==> src/rtl/add_int32_operand_stager.sv <==
// -----------------------------------------------------------------------------
// add_int32_operand_stager
//   Pairs a word-serial operand stream into (A, B) pairs for the 32-bit adder.
//   Even-indexed accepted words are A and odd-indexed ones are B. Each complete
//   pair is pushed into a small FIFO, and the FIFO head is presented to the adder.
//   A half-formed pair never reaches the output.
//
// Optional feature: define ADD_STAGER_STATS_EN to add the pairs_issued counter port.
//
// Ports
//   clk, rst_n          clock, asynchronous active-low reset
//   in_valid/in_ready   word handshake from the producer
//   in_data             operand word
//   flush               synchronous drop of the pending A and all buffered pairs
//   out_valid/out_ready pair handshake to the adder
//   out_a, out_b        head pair (0 when out_valid is low)
//   count               pairs currently buffered
//   a_pending           an A word is held, waiting for its B
//   pairs_issued        (stats only) pops since reset/flush, wraps at 2^32
// -----------------------------------------------------------------------------
module add_int32_operand_stager #(
  parameter int WIDTH = 32,
  parameter int DEPTH = 4
) (
  input  logic                     clk,
  input  logic                     rst_n,
  input  logic                     in_valid,
  output logic                     in_ready,
  input  logic [WIDTH-1:0]         in_data,
  input  logic                     flush,
  output logic                     out_valid,
  input  logic                     out_ready,
  output logic [WIDTH-1:0]         out_a,
  output logic [WIDTH-1:0]         out_b,
  output logic [$clog2(DEPTH):0]   count,
`ifdef ADD_STAGER_STATS_EN
  output logic [31:0]              pairs_issued,
`endif
  output logic                     a_pending
);

  localparam int AW = $clog2(DEPTH);
  localparam int CW = AW + 1;

  typedef enum logic {WAIT_A = 1'b0, WAIT_B = 1'b1} state_t;

  typedef struct packed {
    logic [WIDTH-1:0] a;
    logic [WIDTH-1:0] b;
  } pair_t;

  state_t           state_q, state_d;
  logic [WIDTH-1:0] a_q, a_d;
  logic [AW-1:0]    wr_ptr_q, wr_ptr_d;
  logic [AW-1:0]    rd_ptr_q, rd_ptr_d;
  logic [CW-1:0]    count_q, count_d;
  pair_t            mem_q [DEPTH];

  logic accept, push, pop;

  // in_ready depends only on registered state, so the producer never sees
  // a combinational path from out_ready.
  assign in_ready  = (state_q == WAIT_A) || (count_q < CW'(DEPTH));
  assign accept    = in_valid && in_ready;
  assign out_valid = (count_q != '0);
  assign pop       = out_valid && out_ready && !flush;
  // A word accepted in a flush cycle is discarded, so it never pushes.
  assign push      = accept && (state_q == WAIT_B) && !flush;

  assign out_a     = out_valid ? mem_q[rd_ptr_q].a : '0;
  assign out_b     = out_valid ? mem_q[rd_ptr_q].b : '0;
  assign count     = count_q;
  assign a_pending = (state_q == WAIT_B);

  // Pairing FSM and holding register for A.
  always_comb begin
    state_d = state_q;
    a_d     = a_q;
    if (flush) begin
      state_d = WAIT_A;
    end else if (accept) begin
      if (state_q == WAIT_A) begin
        a_d     = in_data;
        state_d = WAIT_B;
      end else begin
        state_d = WAIT_A;
      end
    end
  end

  // Pointers wrap naturally at AW bits because DEPTH is a power of two.
  always_comb begin
    wr_ptr_d = wr_ptr_q;
    rd_ptr_d = rd_ptr_q;
    count_d  = count_q;
    if (flush) begin
      wr_ptr_d = '0;
      rd_ptr_d = '0;
      count_d  = '0;
    end else begin
      if (push) wr_ptr_d = wr_ptr_q + AW'(1);
      if (pop)  rd_ptr_d = rd_ptr_q + AW'(1);
      case ({push, pop})
        2'b10:   count_d = count_q + CW'(1);
        2'b01:   count_d = count_q - CW'(1);
        default: count_d = count_q;
      endcase
    end
  end

  always_ff @(posedge clk or negedge rst_n) begin
    if (!rst_n) begin
      state_q  <= WAIT_A;
      a_q      <= '0;
      wr_ptr_q <= '0;
      rd_ptr_q <= '0;
      count_q  <= '0;
    end else begin
      state_q  <= state_d;
      a_q      <= a_d;
      wr_ptr_q <= wr_ptr_d;
      rd_ptr_q <= rd_ptr_d;
      count_q  <= count_d;
    end
  end

  // Storage is not reset: stale entries are masked by out_valid.
  always_ff @(posedge clk) begin
    if (push) mem_q[wr_ptr_q] <= '{a: a_q, b: in_data};
  end

`ifdef ADD_STAGER_STATS_EN
  logic [31:0] pairs_issued_q, pairs_issued_d;

  always_comb begin
    pairs_issued_d = pairs_issued_q;
    if (flush)    pairs_issued_d = '0;
    else if (pop) pairs_issued_d = pairs_issued_q + 32'd1;
  end

  always_ff @(posedge clk or negedge rst_n) begin
    if (!rst_n) pairs_issued_q <= '0;
    else        pairs_issued_q <= pairs_issued_d;
  end

  assign pairs_issued = pairs_issued_q;
`endif

endmodule

==> config.mk <==
export PLATFORM = sky130hd
export DESIGN_NAME = add_int32_operand_stager
export DESIGN_NICKNAME = d
export VERILOG_FILES = /design/src/rtl/add_int32_operand_stager.sv
export SDC_FILE = /design/constraint.sdc
export NUM_CORES = 1
export LEC_CHECK = 0
export BUFFER_PORTS_ARGS = -buffer_cell sky130_fd_sc_hd__clkbuf_2
export CORE_MARGIN = 1.5
export CORE_UTILIZATION = 59
export CTS_BUF_LIST = sky130_fd_sc_hd__clkbuf_8 sky130_fd_sc_hd__clkbuf_16
export CTS_CLUSTER_DIAMETER = 50
export DETAILED_ROUTE_END_ITERATION = 10
export HOLD_SLACK_MARGIN = 0.08
export PLACE_DENSITY_LB_ADDON = 0.05
export SYNTH_ARGS = -nofsm -noshare
export SYNTH_HDL_FRONTEND = slang
export SYNTH_SLANG_ARGS = --single-unit
export TNS_END_PERCENT = 50
==> constraint.sdc <==
create_clock -name clk -period 3.3 [get_ports clk]
set_input_delay 0.33 -clock clk [delete_from_list [all_inputs] [get_ports clk]]
set_output_delay 0.33 -clock clk [all_outputs]
set_load 0.01 [all_outputs]
# Word-level counts from Yosys, hierarchy flattened

Memory sizes are Yosys's and may differ from the RTL's.
Index checks and enable logic that the tools add are counted.

Bits in registers: 40
Bits in writable memories: 256
Bits of input ports: 37
Output and inout bits: 70
Word-level logic and storage cells: 41
Memories: 1

Memories:

| memory | depth | bits a word | read ports | clocked after Yosys merged registers in | write ports | line | text |
|---|---|---|---|---|---|---|---|
| mem_q  | 4     | 64          | 1          | 0                                       | 1           | 57   | `pair_t mem_q [DEPTH];` |

$add $sub $neg: 4
$lt $le $gt $ge: 1
Equal/unequal tests: 2
Multiplexer cells: 13
Bitwise operators: 2
Reductions and logical operators: 13

Operators by type and width:

| cell                                             | number |
|---|---|
| 2-to-1 mux 32 bit                                | 2 |
| 2-to-1 mux 2 bit                                 | 4 |
| case mux 3 bit (2 select lines)                  | 1 |
| nonzero test 2 bit                               | 3 |
| nonzero test 3 bit                               | 2 |
| logical AND 1 bit                                | 5 |
| 2-to-1 mux 1 bit                                 | 5 |
| adder 2 x 1 -> 2 bit, second input constant      | 2 |
| adder 3 x 1 -> 3 bit, second input constant      | 1 |
| < comparator 3 bit, second input constant        | 1 |
| 2-to-1 mux 3 bit                                 | 1 |
| AND reduction 3 bit                              | 1 |
| subtractor 3 x 1 -> 3 bit, second input constant | 1 |
| == test 2 x 1 -> 1 bit, second input constant    | 1 |
| == test 2 bit, second input constant             | 1 |
| inverter 1 bit                                   | 2 |
| zero test 1 bit                                  | 1 |
| logical OR 1 bit                                 | 1 |

# Longest topological paths before layout

Gate-level depths: netlist of the first run.

Word-level depth: 8
Mapped depth: 7
Depth with buffers taken out: 6

# Worst setup path after synthesis of the first run

OpenSTA, ideal clock, no wires.

Path type: register to register
From: register count_q[2] (netlist: count[2])
To: memory mem_q[0][0] (netlist name), enable pin
Library setup time: 429 ps
Data arrival time: 2,438 ps
Path slack: 433 ps
Stages on the path, launching flop included: 4
Period minus slack after synthesis: 2,867 ps
Cell sequence: dfrtp_1 nand3b_1 nor2_1 and2_1

Word-level cells in the longest chain between the ends: 7

RTL lines:

| element                                | line | text |
|---|---|---|
| from (decl)                            | 56   | `logic [CW-1:0] count_q, count_d;` |
| from (signal assigned)                 | 123  | `count_q <= count_d;` |
| < comparator 3 bit                     | 63   | `assign in_ready = (state_q == WAIT_A) \|\| (count_q < CW'(DEPTH));` |
| logical OR 1 bit                       | 63   |  |
| logical AND 1 bit                      | 64   | `assign accept = in_valid && in_ready;` |
| logical AND 1 bit (2 in a row)         | 68   | `assign push = accept && (state_q == WAIT_B) && !flush;` |
| 2-to-1 mux 1 bit                       | 129  | `if (push) mem_q[wr_ptr_q] <= '{a: a_q, b: in_data};` |
| 2-to-1 mux 1 bit (implied by the code) | 129  |  |
| to (decl)                              | 57   |  |

No other way between the ends.

# Worst setup path in the final report of the first run

From: register rd_ptr_q[0]
To: output port out_b[28]

Word-level cells in the longest chain between the ends: 2

RTL lines:

| element                | line | text |
|---|---|---|
| from (decl)            | 55   | `logic [AW-1:0] rd_ptr_q, rd_ptr_d;` |
| from (signal assigned) | 122  | `rd_ptr_q <= rd_ptr_d;` |
| memory (4 x 64 bit)    | --   |  |
| 2-to-1 mux 32 bit      | 71   | `assign out_b = out_valid ? mem_q[rd_ptr_q].b : '0;` |
| to (decl)              | 34   | `output logic [WIDTH-1:0] out_b,` |

No other way between the ends.

==> flow_summary.toml, run 1 <==
[run_status]
status = "complete, no violations"

[timing]
maxSlewHeadroom_pct = 36.2
slew_violations = 0
rsz0062_at_grt = "no"
fin_crit_ns = 2.86
fin_crit_sh_pct = 86.7
tightest_slew_ns = 0.957
clock-skew-final_ns = 0.0129
holdWs_ns = 0.101
finalSetupViolCount = 0
tns_ns = 0
fmax_mhz = 349
hold_violations = 0

[setup_path]
startpoint_type = "register"
r2r_slack_ns = 0.98
worst-path-max-fanout = 26
critPathKind = "register to output pin"
r2r-end = "count[2]"
crit_chain = "buf_4, mux4_2, and2_1, clkbuf_2"
slowest_delay_ns = 0.77
rr_worst_depth = 6
r2r-start = "count[1]"
crit_slowest_cell = "dfrtp_4"
endpoint_kind = "output pin"
worstPathArrival_ns = 2.53
cp_top_family = "flip-flops"
required_ns = 2.97
crit_buf_inv = 2

[global_route]
grt_pass1_vias = 5868
grt_first_pass_wirelength_mm = 32.7
grt_start_max_net_pins = 41
grtUsageTotal_pct = 21.7
globalRoute.totalOverflow = 0
antenna_found_initial = 0

[clock_network]
postCtsSetupRepairBufs = 0
clk_latency_ns = 0.54
htreeDepth = 1
clkTransAtPathRegs_ns = 0.06
cts_tree = "done"
cts_root_buffer = "clkbuf_16"
clock_sinks = 296
clk_path_buf_depth = 3
cts_made_buffers = 30

[drt]
dr.pass1.iters = 5
drc = 0
vias_per_cell = 5.64
vias = 5491
wl_mm = 21.0
ant_nets = 0
drtIter0Drc = 303
wl_per_cell_um = 21.6

[layout]
antenna_cells = 0
areaGrowthSynthToFinish_pct = 19.3
nFillCells = 1153
post-route-util_pct = 72.1
drive_gt1_share_pct = 38.1
layout.nets = 732
final_cells = 974
final_area_mm2 = 0.0136

[placement]
hpwl_mm = 11.7
dpl_cell_area_mm2 = 0.0123
io_buffers = 106
dp_cells = 885
gp_congestion = 0.732

[floorplanning]
fp.dieW_um = 142
num_rows = 50
coreArea_mm2 = 0.0188
dieArea_mm2 = 0.0201
die_h_um = 142
boundaryPins = 107
start_util_pct = 60.4

[flow_run]
maxCapViolations = 0

[worst_hold_path]
min_path_cells = 3
hold_path_class = "input pin to register"
holdCritStartpoint = "in_valid"
holdPathEnd = "a_pending"

[pwr]
power_frac_clock_pct = 39.0
p_comb_share_pct = 7.0
power_switching_mw = 1.73
switching_share_pct = 21.3
power_leakage_nw = 4.74
cellPowerDensity_mw_per_mm2 = 599
internal_power_mw = 6.40
share_seq_of_total_power_pct = 53.9
ir_drop_v = 0.000543

[yosys]
synth_edf_count = 256
async_flop_share_pct = 13.5
yosys_most_used_dff = "edfxtp_1"
synth_cells = 531
yosysUniqueCellTypes = 31
synth_area_mm2 = 0.0114
avgSynthCellArea_um2 = 21.4
synth-seq-cells = 296
yosysSeqAreaShare_pct = 76.4
synth_warnings = 0
synth.net_count = 573
stage by stage:
stage,setup slack (ns),power (mW)
after floorplan,0.433,4.77
after global placement,0.987,4.99
after detailed placement,0.942,5.01
after CTS,0.359,8.21
after global routing,0.287,8.41
final,0.438,8.13
repair_timing:
action,in CTS,in global routing
hold buffers,33,0
resized for setup,0,0
hold endpoints to repair,160,0
layer usage:
metal | track usage [%] | routed length, µm
met4 | 5.59 | 382
met1 | 29.4 | 8640
met2 | 37.2 | 11000
met5 | 0 | 0
met3 | 3.78 | 995
cell families after synthesis:
| logic type | Yosys count | synth area share, % |
|---|---|---|
| AOI/OAI and AO/OA | 9 | 0.550 |
| xor gates and xnor gates | 4 | 0.308 |
| adders and majority gates | 5 | 0.616 |
| buffers and inverters | 30 | 1.45 |
| DFF | 296 | 76.4 |
| muxes | 96 | 15.8 |
| and+or+nand+nor | 91 | 4.80 |
power groups by stage:
| stage | sequential (mW) | combinational [mW] | clock (mW) |
|---|---|---|---|
| after floorplan | 4.41 | 0.361 | 0 |
| after CTS | 4.39 | 0.583 | 3.23 |
| after detailed placement | 4.47 | 0.548 | 0 |
| after global routing | 4.41 | 0.621 | 3.38 |
| final | 4.39 | 0.571 | 3.17 |
| after global placement | 4.45 | 0.537 | 0 |
synthesized netlist by cell type, types with 2 or more instances:
library cell,number,area (µm²)
nand2_1,6,22.5
xnor2_1,2,17.5
edfxtp_1,256,7690
buf_6,5,56.3
and2_1,68,425
nand3_1,2,10.0
mux4_2,64,1440
nor3_1,3,15.0
ha_1,4,50.1
clkbuf_1,8,30.0
buf_2,12,60.1
xor2_1,2,17.5
nor2_1,5,18.8
dfrtp_1,40,1000
a21oi_1,3,15.0
mux2_2,32,360
o311ai_0,2,17.5
inv_1,4,15.0
sequential cells by signal, indices dropped and copies added, names as in the netlist:
register / cells
a_pending: 1
a_q: 32
count: 3
mem_q: 256
rd_ptr_q: 2
wr_ptr_q: 2
tightest hold or removal path, stage by stage:
cell,delay (ns)
clkbuf_2,0.12
nor2_1,0.10
nor3_1,0.05
cells in the final DEF (no fill, tap or decap), drive strengths merged, types with 3 or more instances in the layout:
master,n
buf,14
clkinv,6
nor3,3
nand2,6
clkinvlp,5
a21oi,3
mux4,64
inv,12
dlygate4sd3,33
nor2,5
edfxtp,256
and2,68
clkbuf,143
dfrtp,40
mux2,32
ha,4
worst max path at each step:
stage,from,end,slack [ns],cells after the start
6_report,rd_ptr_q[0],out_b[28],0.44,4
5_1_grt,rd_ptr_q[0],out_a[25],0.29,4
4_1_cts,rd_ptr_q[0],out_a[25],0.36,4
3_5_place_dp,rd_ptr_q[0],out_b[28],0.94,4
3_3_place_gp,rd_ptr_q[0],out_a[31],0.99,4
2_1_floorplan,count[2],mem_q[0][0],0.43,3
cell type report:
cell class                 count  area [µm²]  area share (%)
tap                          260         325            2.40
multi-input combinational    205        2530            18.7
sequential                   296        8690            64.1
clock buffer                  37         858            6.33
timing repair buffer         153        1040            7.67
inverter                       4        15.0           0.111
clock inverter                19         104           0.765
Note: power is estimated with default switching activity, not from simulation.
==> run 2: changes to the inputs <==
--- a/config.mk
+++ b/config.mk
@@ -6,8 +6,9 @@
 export NUM_CORES = 1
 export LEC_CHECK = 0
 export BUFFER_PORTS_ARGS = -buffer_cell sky130_fd_sc_hd__clkbuf_2
+export CAP_MARGIN = 20
 export CORE_MARGIN = 1.5
-export CORE_UTILIZATION = 59
+export CORE_UTILIZATION = 35
 export CTS_BUF_LIST = sky130_fd_sc_hd__clkbuf_8 sky130_fd_sc_hd__clkbuf_16
 export CTS_CLUSTER_DIAMETER = 50
 export DETAILED_ROUTE_END_ITERATION = 10
==> constraint.sdc (replaced) <==
create_clock -name clk -period 3.3 [get_ports clk]
set_input_delay 0.33 -clock clk [delete_from_list [all_inputs] [get_ports clk]]
set_output_delay 0.33 -clock clk [all_outputs]
set_load 0.1 [all_outputs]
==> run 2 against run 1 <==
  * Via count increased by 0.22%
  * Combinational power grew 84%
  * Largest cell class unchanged
  * Hold slack improved by 0.0011 ns
  * Critical endpoint is now out_a[7]
  * Utilization shrank 28 points
==> flow_summary.toml, run 2 (synthesis gave the netlist of run 1 again) <==
[drt]
vias_per_cell = 4.74
drc = 0
drtIter0Drc = 223
wl_per_cell_um = 20.8
dr.pass1.iters = 4
wl_mm = 24.1
vias = 5503
ant_nets = 0

[setup_path]
crit_slowest_cell = "dfrtp_1"
required_ns = 2.97
crit_buf_inv = 3
startpoint_type = "register"
r2r-start = "count[2]"
cp_top_family = "buffers and inverters"
slowest_delay_ns = 0.49
rr_worst_depth = 6
critPathKind = "register to output pin"
endpoint_kind = "output pin"
r2r_slack_ns = 1.02
r2r-end = "count[2]"
worst-path-max-fanout = 26
worstPathArrival_ns = 2.60
crit_chain = "nor3_1, inv_2, buf_4, and2_1, clkbuf_2"

[global_route]
grt_first_pass_wirelength_mm = 37.4
grt_start_max_net_pins = 48
grtUsageTotal_pct = 15.0
antenna_found_initial = 0
globalRoute.totalOverflow = 0
grt_pass1_vias = 6198

[pwr]
ir_drop_v = 0.000348
power_leakage_nw = 4.87
cellPowerDensity_mw_per_mm2 = 661

[timing]
finalSetupViolCount = 0
fin_crit_sh_pct = 88.7
fin_crit_ns = 2.93
maxSlewHeadroom_pct = 58.5
rsz0062_at_grt = "no"
fmax_mhz = 342
clock-skew-final_ns = 0.0302
finalWorstSetupSlack_ns = 0.374
tightest_slew_ns = 0.623
slew_violations = 0
hold_violations = 0

[layout]
nFillCells = 2785
final_cells = 1160
post-route-util_pct = 44.1
drive_gt1_share_pct = 38.8
antenna_cells = 0
areaGrowthSynthToFinish_pct = 23.4
top_register = "mem_q"
largest_register_ffs = 256
layout_commonest_cell = "edfxtp_1"
multi_input_area_mm2 = 0.00253
layout.nets = 741
final_cell_mix = "256 x edfxtp_1, 106 x clkbuf_2, 64 x mux4_2, 64 x and2_1"
ff_latch_area_mm2 = 0.00870

[placement]
dp_cells = 1064
gp_congestion = 0.679
io_buffers = 106
hpwl_mm = 13.7
pre_cts_ws_ns = 0.800

[floorplanning]
dieArea_mm2 = 0.0336
num_rows = 65
fp.dieW_um = 183
boundaryPins = 107
coreArea_mm2 = 0.0318
start_util_pct = 35.8
die_h_um = 183

[clock_network]
clock_sinks = 296
clk_path_buf_depth = 3
cts_root_buffer = "clkbuf_16"
clkTransAtPathRegs_ns = 0.05
clk_latency_ns = 0.52
cts_tree = "done"
cts_made_buffers = 37
htreeDepth = 2
post_cts_resized = 0

[run_status]
status = "complete, no violations"

[flow_run]
maxCapViolations = 0

[worst_hold_path]
holdCritStartpoint = "in_data[6]"
min_path_cells = 1
holdPathEnd = "mem_q[0][6]"
hold_path_class = "input pin to register"
[run 2: cell types whose count changed in the layout (fill, tap and decap cells not counted), moves of 2 or more]
| cell | previous run | this run |
|---|---|---|
| clkbuf_16 | 31 | 38 |
| buf_4 | 8 | 12 |
| clkbuf_8 | 6 | 2 |
| bufinv_16 | 0 | 3 |
| clkinv_4 | 0 | 3 |
| clkinvlp_4 | 5 | 2 |
| clkinv_1 | 1 | 3 |
| clkinv_2 | 5 | 3 |
| dlygate4sd3_1 | 33 | 31 |
| inv_1 | 10 | 12 |
[run 2: area by class of cell]
type,instances,area share (%)
clock inverter,25,1.54
timing repair buffer,155,7.49
tap,435,3.88
sequential,296,62.0
clock buffer,40,6.97
inverter,4,0.107
multi-input combinational,205,18.0
[run 2: worst max-delay path by stage]
stage	start	to	slack (ns)	depth (start not counted)
floorplan	a_pending	mem_q[3][0]	-0.19	3
global placement	count[2]	out_a[13]	0.82	5
detailed placement	count[2]	out_a[7]	0.80	5
CTS	count[2]	out_a[7]	0.28	5
global route	count[2]	out_a[7]	0.18	5
finish	count[2]	out_a[7]	0.37	5
[run 2: repair_timing]
action | 4_1_cts | 5_1_grt
hold endpoints to repair | 132 | 0
hold buffers | 31 | 0
buffers inserted | 0 | 0
[run 2: through the flow]
step / power [mW] / hold slack, ns / TNS, ns / area (µm²)
2_1_floorplan: 5.23 / 0.0344 / -13.71 / 11400
3_3_place_gp: 5.47 / 0.358 / 0 / 12500
3_5_place_dp: 5.49 / 0.361 / 0 / 12500
4_1_cts: 9.42 / 0.0870 / 0 / 14000
5_1_grt: 9.63 / 0.0878 / 0 / 14000
6_report: 9.28 / 0.103 / 0 / 14000
[run 2: power by group]
| group | internal [mW] | switching (mW) |
|---|---|---|
| clock network | 2.37 | 1.48 |
| registers | 4.26 | 0.115 |
| logic | 0.296 | 0.752 |
| total | 6.93 | 2.35 |
[run 2: layer usage]
metal | vias up | share of wire (%) | global-route usage [%]
met5 | - | 0 | 0
met4 | 0 | 2.0 | 4.03
met3 | 37 | 3.8 | 2.96
met2 | 103 | 51 | 26.1
met1 | 2893 | 43 | 19.3
li1 | 2470 | - | -
==> run 3: changes to the inputs <==
--- a/config.mk
+++ b/config.mk
@@ -9,11 +9,12 @@
 export CAP_MARGIN = 20
 export CORE_MARGIN = 1.5
 export CORE_UTILIZATION = 35
-export CTS_BUF_LIST = sky130_fd_sc_hd__clkbuf_8 sky130_fd_sc_hd__clkbuf_16
+export CTS_BUF_LIST = sky130_fd_sc_hd__clkbuf_4
 export CTS_CLUSTER_DIAMETER = 50
 export DETAILED_ROUTE_END_ITERATION = 10
 export HOLD_SLACK_MARGIN = 0.08
 export PLACE_DENSITY_LB_ADDON = 0.05
+export REMOVE_ABC_BUFFERS = 1
 export SYNTH_ARGS = -nofsm -noshare
 export SYNTH_HDL_FRONTEND = slang
 export SYNTH_SLANG_ARGS = --single-unit
==> run 3 against run 2 <==
  * First-iteration DRC count rose by 15%
  * Final area rose by 0.46%
  * Via count rose by 7.5%
  * Critical path type unchanged
  * Fmax fell by 4.3%
  * Combinational power barely moved
  * Utilization rose by 0.20 points
  * Non-clock buffer count rose by 7
==> flow_summary.toml, run 3 (synthesis gave the netlist of run 1 again) <==
[run_status]
status = "complete, no violations"

[global_route]
grt_pass1_vias = 6479
grt_first_pass_wirelength_mm = 36.9
globalRoute.totalOverflow = 0
grtUsageTotal_pct = 14.8
grt_start_max_net_pins = 66
antenna_found_initial = 3

[placement]
dp_cells = 1062
hpwl_mm = 12.8
gp_congestion = 0.705
dpl_cell_area_mm2 = 0.0125
io_buffers = 106

[timing]
slew_violations = 0
tns_ns = 0
maxSlewHeadroom_pct = 60.6
fmax_mhz = 327
fin_crit_ns = 3.06
clock-skew-final_ns = 0.0329
rsz0062_at_grt = "no"
hold_violations = 0
tightest_slew_ns = 0.591
fin_crit_sh_pct = 92.7
finalSetupViolCount = 0

[layout]
areaGrowthSynthToFinish_pct = 24.0
final_cell_mix = "256 x edfxtp_1, 128 x clkbuf_4, 106 x clkbuf_2, 64 x mux4_2, 64 x and2_1"
top_register = "mem_q"
layout_commonest_cell = "edfxtp_1"
drive_gt1_share_pct = 43.9
post-route-util_pct = 44.3
final_area_mm2 = 0.0141
layout.nets = 794
largest_register_ffs = 256
final_cells = 1258

[drt]
drtIter0Drc = 256
drc = 0
wl_mm = 23.8
vias = 5913
ant_nets = 0
vias_per_cell = 4.70
wl_per_cell_um = 18.9
dr.pass1.iters = 4

[clock_network]
cts_made_buffers = 83
clk_path_buf_depth = 3
clk_latency_ns = 0.70
htreeDepth = 3
cts_root_buffer = "clkbuf_4"
clkTransAtPathRegs_ns = 0.07
clock_sinks = 296
cts_tree = "done"

[setup_path]
critPathKind = "register to output pin"
worstPathArrival_ns = 2.73
required_ns = 2.97
endpoint_kind = "output pin"
worst-path-max-fanout = 32
startpoint_type = "register"

[pwr]
ir_drop_v = 0.000285
power_leakage_nw = 4.97
cellPowerDensity_mw_per_mm2 = 632

[floorplanning]
die_h_um = 183
coreArea_mm2 = 0.0318
dieArea_mm2 = 0.0336
boundaryPins = 107
start_util_pct = 35.8
num_rows = 65
fp.dieW_um = 183

[worst_hold_path]
hold_path_class = "input pin to register"

[flow_run]
maxCapViolations = 0
## run 3: per-stage QoR
step                      setup slack (ns)  hold WS (ns)  power, mW
after global routing                0.0664         0.358       9.33
after floorplan                     -0.862        0.0344       5.22
final                                0.242         0.416       8.91
after detailed placement             0.786         0.320       5.50
after global placement               0.798         0.329       5.47
after CTS                            0.108         0.348       9.08
## run 3: final timing paths
path,end,cells past startpoint,start,slack (ns)
hold reg to reg,mem_q[0][39],0,a_q[7],0.49
hold / removal,mem_q[2][31],2,in_data[31],0.42
setup / recovery,out_b[19],4,rd_ptr_q[1],0.24
max in group asynchronous,a_q[28],4,rst_n,1.69
min in group asynchronous,a_q[5],3,rst_n,0.65
setup reg to reg,mem_q[3][16],4,count[2],1.03
## run 3: timing repair
item | 4_1_cts | 5_1_grt
endpoints found under the hold margin | 208 | 0
gates resized for setup | 0 | 0
setup endpoints to repair | 1 | 0
hold buffers | 39 | 0
setup buffers | 1 | 0
## run 3: area by class of cell
cell class | instances | area (µm²)
Antenna cell | 3 | 7.51
Clock buffer | 128 | 961
Clock inverter | 25 | 174
Fill cell | 2855 | 17700
Inverter | 4 | 15.0
Multi-Input combinational cell | 205 | 2530
Sequential cell | 296 | 8700
Tap cell | 435 | 544
Timing Repair Buffer | 162 | 1170
## run 3: layer usage
layer / routed length, µm / share of wire [%] / track usage (%) / vias to the layer above
met4: 671 / 2.8 / 6.66 / 2
met2: 11200 / 47 / 22.8 / 189
li1: - / - / - / 2633
met1: 10500 / 44 / 19.8 / 3025
met5: 12 / 0.050 / 0 / -
met3: 1440 / 6.0 / 3.87 / 64
## run 3: where the power goes
part	leakage [nW]	total (mW)	internal, mW	switching (mW)
sequential	2.79	4.37	4.26	0.112
combinational	1.51	1.07	0.314	0.753
clock	0.671	3.47	2.00	1.47
total	4.97	8.91	6.57	2.33
## run 3: worst max-delay path, stage by stage, from the launching register on
cell and delay, ns:
dfrtp_4 0.80, buf_4 0.31, mux4_2 0.32, and2_1 0.21, clkbuf_2 0.38
